[config.mk]
export PLATFORM = sky130hd
export DESIGN_NAME = time_setter
export DESIGN_NICKNAME = d
export VERILOG_FILES = /design/src/rtl/time_set_pkg.sv /design/src/rtl/button_conditioner.sv /design/src/rtl/time_setter.sv
export SDC_FILE = /design/constraint.sdc
export NUM_CORES = 1
export LEC_CHECK = 0
export BUFFER_PORTS_ARGS = -buffer_cell sky130_fd_sc_hd__buf_2
export CORE_MARGIN = 2
export CORE_UTILIZATION = 40
export DETAILED_ROUTE_END_ITERATION = 10
export PLACE_DENSITY = 0.65
export SLEW_MARGIN = 40
export SYNTH_ARGS = -nofsm -noshare
export SYNTH_HDL_FRONTEND = slang
export SYNTH_SLANG_ARGS = --single-unit
export TNS_END_PERCENT = 30
[constraint.sdc]
create_clock -name clk -period 5 [get_ports clk]
set_input_delay 1 -clock clk [delete_from_list [all_inputs] [get_ports clk]]
set_output_delay 1 -clock clk [all_outputs]
set_load 0.05 [all_outputs]
[src/rtl/time_set_pkg.sv]
`default_nettype none
// ----------------------------------------------------------------
// time_set_pkg: shared state, field encoding and range helpers
// Rev 1.0
// ----------------------------------------------------------------
package time_set_pkg;

  typedef enum logic [2:0] {
    ST_IDLE     = 3'd0,
    ST_EDIT_HRS = 3'd1,
    ST_EDIT_MIN = 3'd2,
    ST_EDIT_SEC = 3'd3,
    ST_COMMIT   = 3'd4
  } state_t;

  localparam logic [1:0] FIELD_NONE = 2'd0;
  localparam logic [1:0] FIELD_HRS  = 2'd1;
  localparam logic [1:0] FIELD_MIN  = 2'd2;
  localparam logic [1:0] FIELD_SEC  = 2'd3;

  localparam logic [4:0] MAX_HRS    = 5'd23;
  localparam logic [5:0] MAX_MINSEC = 6'd59;

  // Wrapping steps; any out-of-range input lands back inside the range.
  function automatic logic [4:0] step_hrs(input logic [4:0] val, input logic up);
    if (up) return (val >= MAX_HRS) ? 5'd0 : val + 5'd1;
    else    return (val == 5'd0 || val > MAX_HRS) ? MAX_HRS : val - 5'd1;
  endfunction

  function automatic logic [5:0] step_minsec(input logic [5:0] val, input logic up);
    if (up) return (val >= MAX_MINSEC) ? 6'd0 : val + 6'd1;
    else    return (val == 6'd0 || val > MAX_MINSEC) ? MAX_MINSEC : val - 6'd1;
  endfunction

endpackage
`default_nettype wire

[src/rtl/button_conditioner.sv]
`default_nettype none
// ----------------------------------------------------------------
// button_conditioner: 2-flop sync, debounce, one-cycle press pulse
// Rev 1.0
// ----------------------------------------------------------------
module button_conditioner #(
  parameter int DEBOUNCE_CYCLES = 1000000
) (
  input  logic clk,
  input  logic rst_n,
  input  logic raw,
  output logic press
);

  localparam int              c_cnt_w    = $clog2(DEBOUNCE_CYCLES + 1);
  localparam logic [c_cnt_w-1:0] c_cnt_last = c_cnt_w'(DEBOUNCE_CYCLES - 1);

  logic               r_sync1, r_sync2, r_prev;
  logic               r_stable, r_stable_d, r_armed, r_press;
  logic [c_cnt_w-1:0] r_cnt;
  logic               w_settled;

  assign w_settled = r_armed && (r_sync2 == r_stable);

  always_ff @(posedge clk or negedge rst_n) begin
    if (!rst_n) begin
      r_sync1 <= 1'b0;
      r_sync2 <= 1'b0;
      r_prev  <= 1'b0;
    end else begin
      r_sync1 <= raw;
      r_sync2 <= r_sync1;
      r_prev  <= r_sync2;
    end
  end

  // Until a debounced low is seen after reset the button is unarmed, so a
  // button held through reset release must be released before it counts.
  always_ff @(posedge clk or negedge rst_n) begin
    if (!rst_n) begin
      r_cnt    <= '0;
      r_stable <= 1'b0;
      r_armed  <= 1'b0;
    end else if (w_settled || (!r_armed && (r_sync2 != r_prev))) begin
      r_cnt <= '0;
    end else if (r_cnt == c_cnt_last) begin
      r_cnt    <= '0;
      r_stable <= r_sync2;
      if (!r_sync2) r_armed <= 1'b1;
    end else begin
      r_cnt <= r_cnt + 1'b1;
    end
  end

  always_ff @(posedge clk or negedge rst_n) begin
    if (!rst_n) begin
      r_stable_d <= 1'b0;
      r_press    <= 1'b0;
    end else begin
      r_stable_d <= r_stable;
      r_press    <= r_armed & r_stable & ~r_stable_d;
    end
  end

  assign press = r_press;

endmodule
`default_nettype wire

[src/rtl/time_setter.sv]
`default_nettype none
// ----------------------------------------------------------------
// time_setter: button-driven hh:mm:ss editor with commit strobe
// Rev 1.0
// ----------------------------------------------------------------
module time_setter
  import time_set_pkg::*;
#(
  parameter int DEBOUNCE_CYCLES = 1000000,
  parameter int BLINK_CYCLES    = 50000000
) (
  input  logic       clk,
  input  logic       rst_n,
  input  logic       enable,
  input  logic       btn_next,
  input  logic       btn_up,
  input  logic       btn_down,
  input  logic       btn_set,
  output logic [4:0] sethrs,
  output logic [5:0] setmin,
  output logic [5:0] setsec,
  output logic [1:0] field_sel,
  output logic       load,
  output logic       blink
);

  localparam int                 c_blk_w    = $clog2(BLINK_CYCLES + 1);
  localparam logic [c_blk_w-1:0] c_blk_last = c_blk_w'(BLINK_CYCLES - 1);

  logic w_next_p, w_up_p, w_down_p, w_set_p;

  button_conditioner #(.DEBOUNCE_CYCLES(DEBOUNCE_CYCLES)) u_next (
    .clk(clk), .rst_n(rst_n), .raw(btn_next), .press(w_next_p));
  button_conditioner #(.DEBOUNCE_CYCLES(DEBOUNCE_CYCLES)) u_up (
    .clk(clk), .rst_n(rst_n), .raw(btn_up), .press(w_up_p));
  button_conditioner #(.DEBOUNCE_CYCLES(DEBOUNCE_CYCLES)) u_down (
    .clk(clk), .rst_n(rst_n), .raw(btn_down), .press(w_down_p));
  button_conditioner #(.DEBOUNCE_CYCLES(DEBOUNCE_CYCLES)) u_set (
    .clk(clk), .rst_n(rst_n), .raw(btn_set), .press(w_set_p));

  state_t             r_state, w_state_nxt, w_field_next;
  logic [4:0]         r_hrs;
  logic [5:0]         r_min, r_sec;
  logic [1:0]         r_field_sel, w_field_sel_nxt;
  logic               r_load, w_load_nxt, w_editing_nxt;
  logic               r_blink, w_blink_restart;
  logic [c_blk_w-1:0] r_blk_cnt;
  logic               w_in_edit, w_adjust;

  always_ff @(posedge clk or negedge rst_n) begin
    if (!rst_n) r_state <= ST_IDLE;
    else        r_state <= w_state_nxt;
  end

  always_comb begin
    case (r_state)
      ST_EDIT_HRS: w_field_next = ST_EDIT_MIN;
      ST_EDIT_MIN: w_field_next = ST_EDIT_SEC;
      default:     w_field_next = ST_EDIT_HRS;
    endcase
  end

  // Dropping enable outranks set, so leaving setup mode never loads.
  always_comb begin
    w_state_nxt = r_state;
    case (r_state)
      ST_IDLE: if (enable) w_state_nxt = ST_EDIT_HRS;
      ST_EDIT_HRS, ST_EDIT_MIN, ST_EDIT_SEC: begin
        if (!enable)       w_state_nxt = ST_IDLE;
        else if (w_set_p)  w_state_nxt = ST_COMMIT;
        else if (w_next_p) w_state_nxt = w_field_next;
      end
      default: w_state_nxt = ST_IDLE;
    endcase
  end

  always_comb begin
    w_field_sel_nxt = FIELD_NONE;
    w_load_nxt      = 1'b0;
    w_editing_nxt   = 1'b0;
    case (w_state_nxt)
      ST_EDIT_HRS: begin w_field_sel_nxt = FIELD_HRS; w_editing_nxt = 1'b1; end
      ST_EDIT_MIN: begin w_field_sel_nxt = FIELD_MIN; w_editing_nxt = 1'b1; end
      ST_EDIT_SEC: begin w_field_sel_nxt = FIELD_SEC; w_editing_nxt = 1'b1; end
      ST_COMMIT:   w_load_nxt = 1'b1;
      default:     ;
    endcase
  end

  assign w_blink_restart = w_editing_nxt && (w_state_nxt != r_state);
  assign w_in_edit = (r_state == ST_EDIT_HRS) || (r_state == ST_EDIT_MIN) ||
                     (r_state == ST_EDIT_SEC);
  assign w_adjust  = w_in_edit && enable && !w_set_p && !w_next_p &&
                     (w_up_p ^ w_down_p);

  always_ff @(posedge clk or negedge rst_n) begin
    if (!rst_n) begin
      r_field_sel <= FIELD_NONE;
      r_load      <= 1'b0;
    end else begin
      r_field_sel <= w_field_sel_nxt;
      r_load      <= w_load_nxt;
    end
  end

  always_ff @(posedge clk or negedge rst_n) begin
    if (!rst_n) begin
      r_hrs <= '0;
      r_min <= '0;
      r_sec <= '0;
    end else if (w_adjust) begin
      case (r_state)
        ST_EDIT_HRS: r_hrs <= step_hrs(r_hrs, w_up_p);
        ST_EDIT_MIN: r_min <= step_minsec(r_min, w_up_p);
        ST_EDIT_SEC: r_sec <= step_minsec(r_sec, w_up_p);
        default:     ;
      endcase
    end
  end

  always_ff @(posedge clk or negedge rst_n) begin
    if (!rst_n) begin
      r_blk_cnt <= '0;
      r_blink   <= 1'b0;
    end else if (!w_editing_nxt) begin
      r_blk_cnt <= '0;
      r_blink   <= 1'b0;
    end else if (w_blink_restart) begin
      r_blk_cnt <= '0;
      r_blink   <= 1'b1;
    end else if (r_blk_cnt == c_blk_last) begin
      r_blk_cnt <= '0;
      r_blink   <= ~r_blink;
    end else begin
      r_blk_cnt <= r_blk_cnt + 1'b1;
    end
  end

  assign sethrs    = r_hrs;
  assign setmin    = r_min;
  assign setsec    = r_sec;
  assign field_sel = r_field_sel;
  assign load      = r_load;
  assign blink     = r_blink;

endmodule
`default_nettype wire

==> impl_summary.md <==
Status
The run finished with clean final reports.

Drt
After the first detailed-routing iteration, the DRC count stood at 574. In the routed layout, each cell is associated on average with a via count of 5.64. The first-pass detailed-route iteration total is 4. In the final routed layout, each cell accounts on average for 14.6 µm. The via count is 6569. After detailed routing, the total wire length is 17000 µm. The number of nets with antenna violations after detailed routing is 0. After detailed routing, the number of remaining DRC violations is 0.

STA
Setup violations remaining at the end of the flow were counted as 0. Setup repair after global routing left no endpoint under its margin. Setup slack closes at 2.57 ns. The final count of hold timing violations is 0. Setup total negative slack on the finished layout was measured at 0 ns. Dividing the final minimum period by the clock period gives 0.486. The worst pin sits at a relative slew slack of 0.525.

The highest clock rate is 0.412 GHz. The pin slew with the least headroom to its limit is 0.710 ns. The worst clock skew is 0.00891 ns.

The post-layout minimum cycle time is 2.43 ns. The number of max-slew violations in the final report is 0.

GRT
The maximum number of pins on one net before global-route repair is 101. The wire length of the first global-routing pass is 29400 µm. The total grt overflow is 0. The initial antenna violation count came to 0. The total global-route track usage is 0.162.

The number of global-route vias before repair is 6174.

Clock network
The clock latency of the later-clocked register in the worst-skew pair is 0.42 ns. The H-tree was split into 4 levels. The number of buffers created by CTS is 17. The clock-pin slew of the registers on the worst-case setup and hold paths is 0.06 ns. The maximum number of buffers from clock root to sink is 2. In this run the clock root is driven by a sky130_fd_sc_hd__clkbuf_16.

The number of setup buffers added after CTS is 0. The post-cts sizing count is 0. The clock drives 158 sinks.

For this design, the CTS-stage hold fixing added 0 buffers. TritonCTS built the clock tree.

Finish
The area growth from synthesis to layout is 11.7%. The top cell types in the final layout, fill and taps aside, are sky130_fd_sc_hd__dfrtp_1, sky130_fd_sc_hd__nor2_1, sky130_fd_sc_hd__nand2_1, sky130_fd_sc_hd__nand3_1, sky130_fd_sc_hd__nor3_1. After the flow finishes, the layout carries non-filler instances totaling 1165. The final instance area is 9270 µm².

The register cell area after layout is 3950 µm². The fraction of layout cells with a size suffix above 1 is 0.0916. The number of antenna diodes in the final layout is 0. Counting the fill cells in the layout gives 1930. Leaving out fill and tap cells, the most frequent cell in the layout is sky130_fd_sc_hd__dfrtp_1. The final layout net count is 904.

In the final layout, the multi-input gates occupy 4070 µm².

Synth
Counting flops and latches in the post-synthesis netlist gives 158. The post-synthesis share of cell area spent on xor and xnor gates is 0.0665. Yosys printed 0 warnings. In this run, synthesis inferred 0 flip-flops with an integrated enable.

The area fraction in compound gates after synthesis came to 0.151. The adder-cell area share of the yosys netlist is 0.0196. The share of synthesized cell area in and, or, nand and nor gates is 0.248. In the synthesized netlist the dominant register cell turns out to be sky130_fd_sc_hd__dfrtp_1. The dominant combinational cell family by area after synthesis is simple AND/OR/NAND/NOR gates. Synthesis produced 869 cells.

Measured against the total synthesized area, the mux share comes to 0.00241. The netlist uses 74 different library cells. The number of nets in the synthesized netlist is 889.

The share of async-settable or async-resettable flops after synthesis is 1.00. After synthesis the cells add up to 8300 µm². The portion of the post-synthesis area used by sequential elements is 0.476. In this run the mean area of a mapped cell was 9.55 µm².

Power
For this design the static power due to leakage is 3.75 nW. The largest voltage drop on the vdd net is 217 µV. The power density over the cells is 283 nW/µm².

Placement
The number of placed cells counting well taps is 1134. The HPWL after detailed placement is 11100 µm. Routability-driven placement finished with a final weighted congestion of 0.801. The placed instance area is 8700 µm². Port buffering added 27 buffers. Before CTS, the worst setup slack after placement is 2.50 ns.

Setup path
Data arrives at the worst endpoint at 1.43 ns. The kind of start point of the critical path is a register. At the worst endpoint, the required time is 4.00 ns. The slowest stage cell on the critical path is sky130_fd_sc_hd__dfrtp_1.

The critical path is of the register to output pin type. The worst reg2reg path depth is 4. The critical path's largest stage delay is 0.65 ns. The largest delay contributor family on the critical path is flip-flops.

The endpoint of the worst-slack reg-to-reg timing path is u_down.r_stable$_DFFE_PN0P_. The sort of element at the end of the critical path is an output pin. The maximum fanout along the worst path is 17.

Together, buffers and inverters on the worst path number 1. The most critical setup path has its startpoint at setsec[3]$_DFFE_PN0P_. The setup check on the worst reg-to-reg path leaves a slack of 2.74 ns. The startpoint identified for the worst register-to-register timing path is u_down.r_cnt[10]$_DFF_PN0_.

The critical path goes through buf_2.

Floorplan
The width of the chip is 148 µm. The overall die area is 21900 µm². The number of I/O pins is 28. The initialized floorplan defines 52 standard-cell rows. The effective utilization at floorplan is 0.409.

The area of the placeable core is 20300 µm². From bottom edge to top edge, the die measures 148 µm.

Hold path
The worst hold path begins at u_next.r_sync1$_DFF_PN0_. The end of the worst hold path is u_next.r_sync2$_DFF_PN0_. The number of cells traversed by the worst hold path is 0. The worst min-delay path class is register to register.

Flow run
The tool flagged a number of max-cap violations equal to 0.
==> worst max path at each step <==
| stage | end | slack (ns) | cells after the start |
|---|---|---|---|
| after detailed placement | sethrs[3]$_DFFE_PN0P_ | 2.50 | 6 |
| after floorplan | sethrs[4]$_DFFE_PN0P_ | 2.63 | 3 |
| after global placement | r_blk_cnt[24]$_DFF_PN0_ | 2.47 | 7 |
| after global routing | setsec[3] | 2.48 | 1 |
| final | setsec[3] | 2.57 | 1 |
| after CTS | u_down.r_cnt[9]$_DFF_PN0_ | 2.53 | 4 |
==> area by class of cell <==
| type | count | share of cell area |
|---|---|---|
| Timing Repair Buffer | 37 | 0.0251 |
| Multi-Input combinational cell | 634 | 0.439 |
| Inverter | 36 | 0.0146 |
| Sequential cell | 158 | 0.427 |
| Clock inverter | 10 | 0.00999 |
| Clock buffer | 20 | 0.0482 |
| Tap cell | 270 | 0.0364 |
==> metal layers <==
| metal | vias up | track usage | wire length, µm |
|---|---|---|---|
| met4 | 0 | 0.0581 | 184 |
| met2 | 104 | 0.256 | 7850 |
| met3 | 16 | 0.0276 | 474 |
| li1 | 3251 | - | - |
| met1 | 3198 | 0.226 | 8450 |
| met5 | - | 0 | 0 |
==> kinds of logic after synthesis <==
logic type,count (synthesis)
simple gates,370
compound gates,186
flops,158
buf+inv,77
xor+xnor,63
fa+ha+maj,13
mux,2
==> where the power goes <==
group,switching [W],internal [W]
clock,0.000510,0.000691
combinational,0.0000698,0.0000301
sequential,0.0000209,0.00130
==> synth_stat cells, types with 3 or more instances <==
| cell | number | share of area |
|---|---|---|
| sky130_fd_sc_hd__or2_2 | 3 | 0.0023 |
| sky130_fd_sc_hd__o21ai_0 | 41 | 0.025 |
| sky130_fd_sc_hd__nor2_1 | 60 | 0.027 |
| sky130_fd_sc_hd__o32ai_1 | 3 | 0.0032 |
| sky130_fd_sc_hd__or3_1 | 24 | 0.018 |
| sky130_fd_sc_hd__nor2b_1 | 8 | 0.0060 |
| sky130_fd_sc_hd__a211oi_1 | 12 | 0.011 |
| sky130_fd_sc_hd__a21oi_1 | 40 | 0.024 |
| sky130_fd_sc_hd__a31oi_1 | 12 | 0.0090 |
| sky130_fd_sc_hd__nor4b_1 | 7 | 0.0074 |
| sky130_fd_sc_hd__nand4_1 | 29 | 0.022 |
| sky130_fd_sc_hd__o211ai_1 | 4 | 0.0036 |
| sky130_fd_sc_hd__nand3_1 | 49 | 0.030 |
| sky130_fd_sc_hd__xnor2_1 | 30 | 0.032 |
| sky130_fd_sc_hd__a22o_1 | 4 | 0.0042 |
| sky130_fd_sc_hd__nor4_1 | 11 | 0.0083 |
| sky130_fd_sc_hd__nor3_1 | 47 | 0.028 |
| sky130_fd_sc_hd__ha_1 | 13 | 0.020 |
| sky130_fd_sc_hd__and3_1 | 17 | 0.013 |
| sky130_fd_sc_hd__dfrtp_1 | 158 | 0.48 |
| sky130_fd_sc_hd__nor3b_1 | 3 | 0.0027 |
| sky130_fd_sc_hd__a211o_1 | 4 | 0.0042 |
| sky130_fd_sc_hd__o21a_1 | 6 | 0.0054 |
| sky130_fd_sc_hd__xor2_1 | 33 | 0.035 |
| sky130_fd_sc_hd__clkbuf_1 | 37 | 0.017 |
| sky130_fd_sc_hd__a21o_1 | 6 | 0.0054 |
| sky130_fd_sc_hd__nand4b_1 | 5 | 0.0053 |
| sky130_fd_sc_hd__inv_1 | 36 | 0.016 |
| sky130_fd_sc_hd__o31ai_1 | 17 | 0.015 |
| sky130_fd_sc_hd__or4_1 | 24 | 0.022 |
| sky130_fd_sc_hd__nand2b_1 | 4 | 0.0030 |
| sky130_fd_sc_hd__and4_1 | 10 | 0.011 |
| sky130_fd_sc_hd__a221oi_1 | 4 | 0.0042 |
| sky130_fd_sc_hd__o22ai_1 | 3 | 0.0023 |
| sky130_fd_sc_hd__nand2_1 | 49 | 0.022 |
| sky130_fd_sc_hd__and2_1 | 7 | 0.0053 |
==> stage by stage <==
step / utilization / total power, W / hold slack [ns]
2_1_floorplan: - / 0.00139 / 0.331
3_3_place_gp: 0.428 / 0.00144 / 0.336
3_5_place_dp: 0.429 / 0.00144 / 0.336
4_1_cts: 0.455 / 0.00265 / 0.351
5_1_grt: 0.457 / 0.00272 / 0.365
6_report: 0.457 / 0.00262 / 0.349
==> registers in the layout, indices dropped and copies added, names as in the netlist, 2 cells and up <==
signal and count:
r_state 3, u_down.r_cnt 20, r_blk_cnt 26, sethrs 5, setsec 6, setmin 6, field_sel 2, u_set.r_cnt 20
u_next.r_cnt 20, u_up.r_cnt 20
Power figures use the tool's default switching activity.
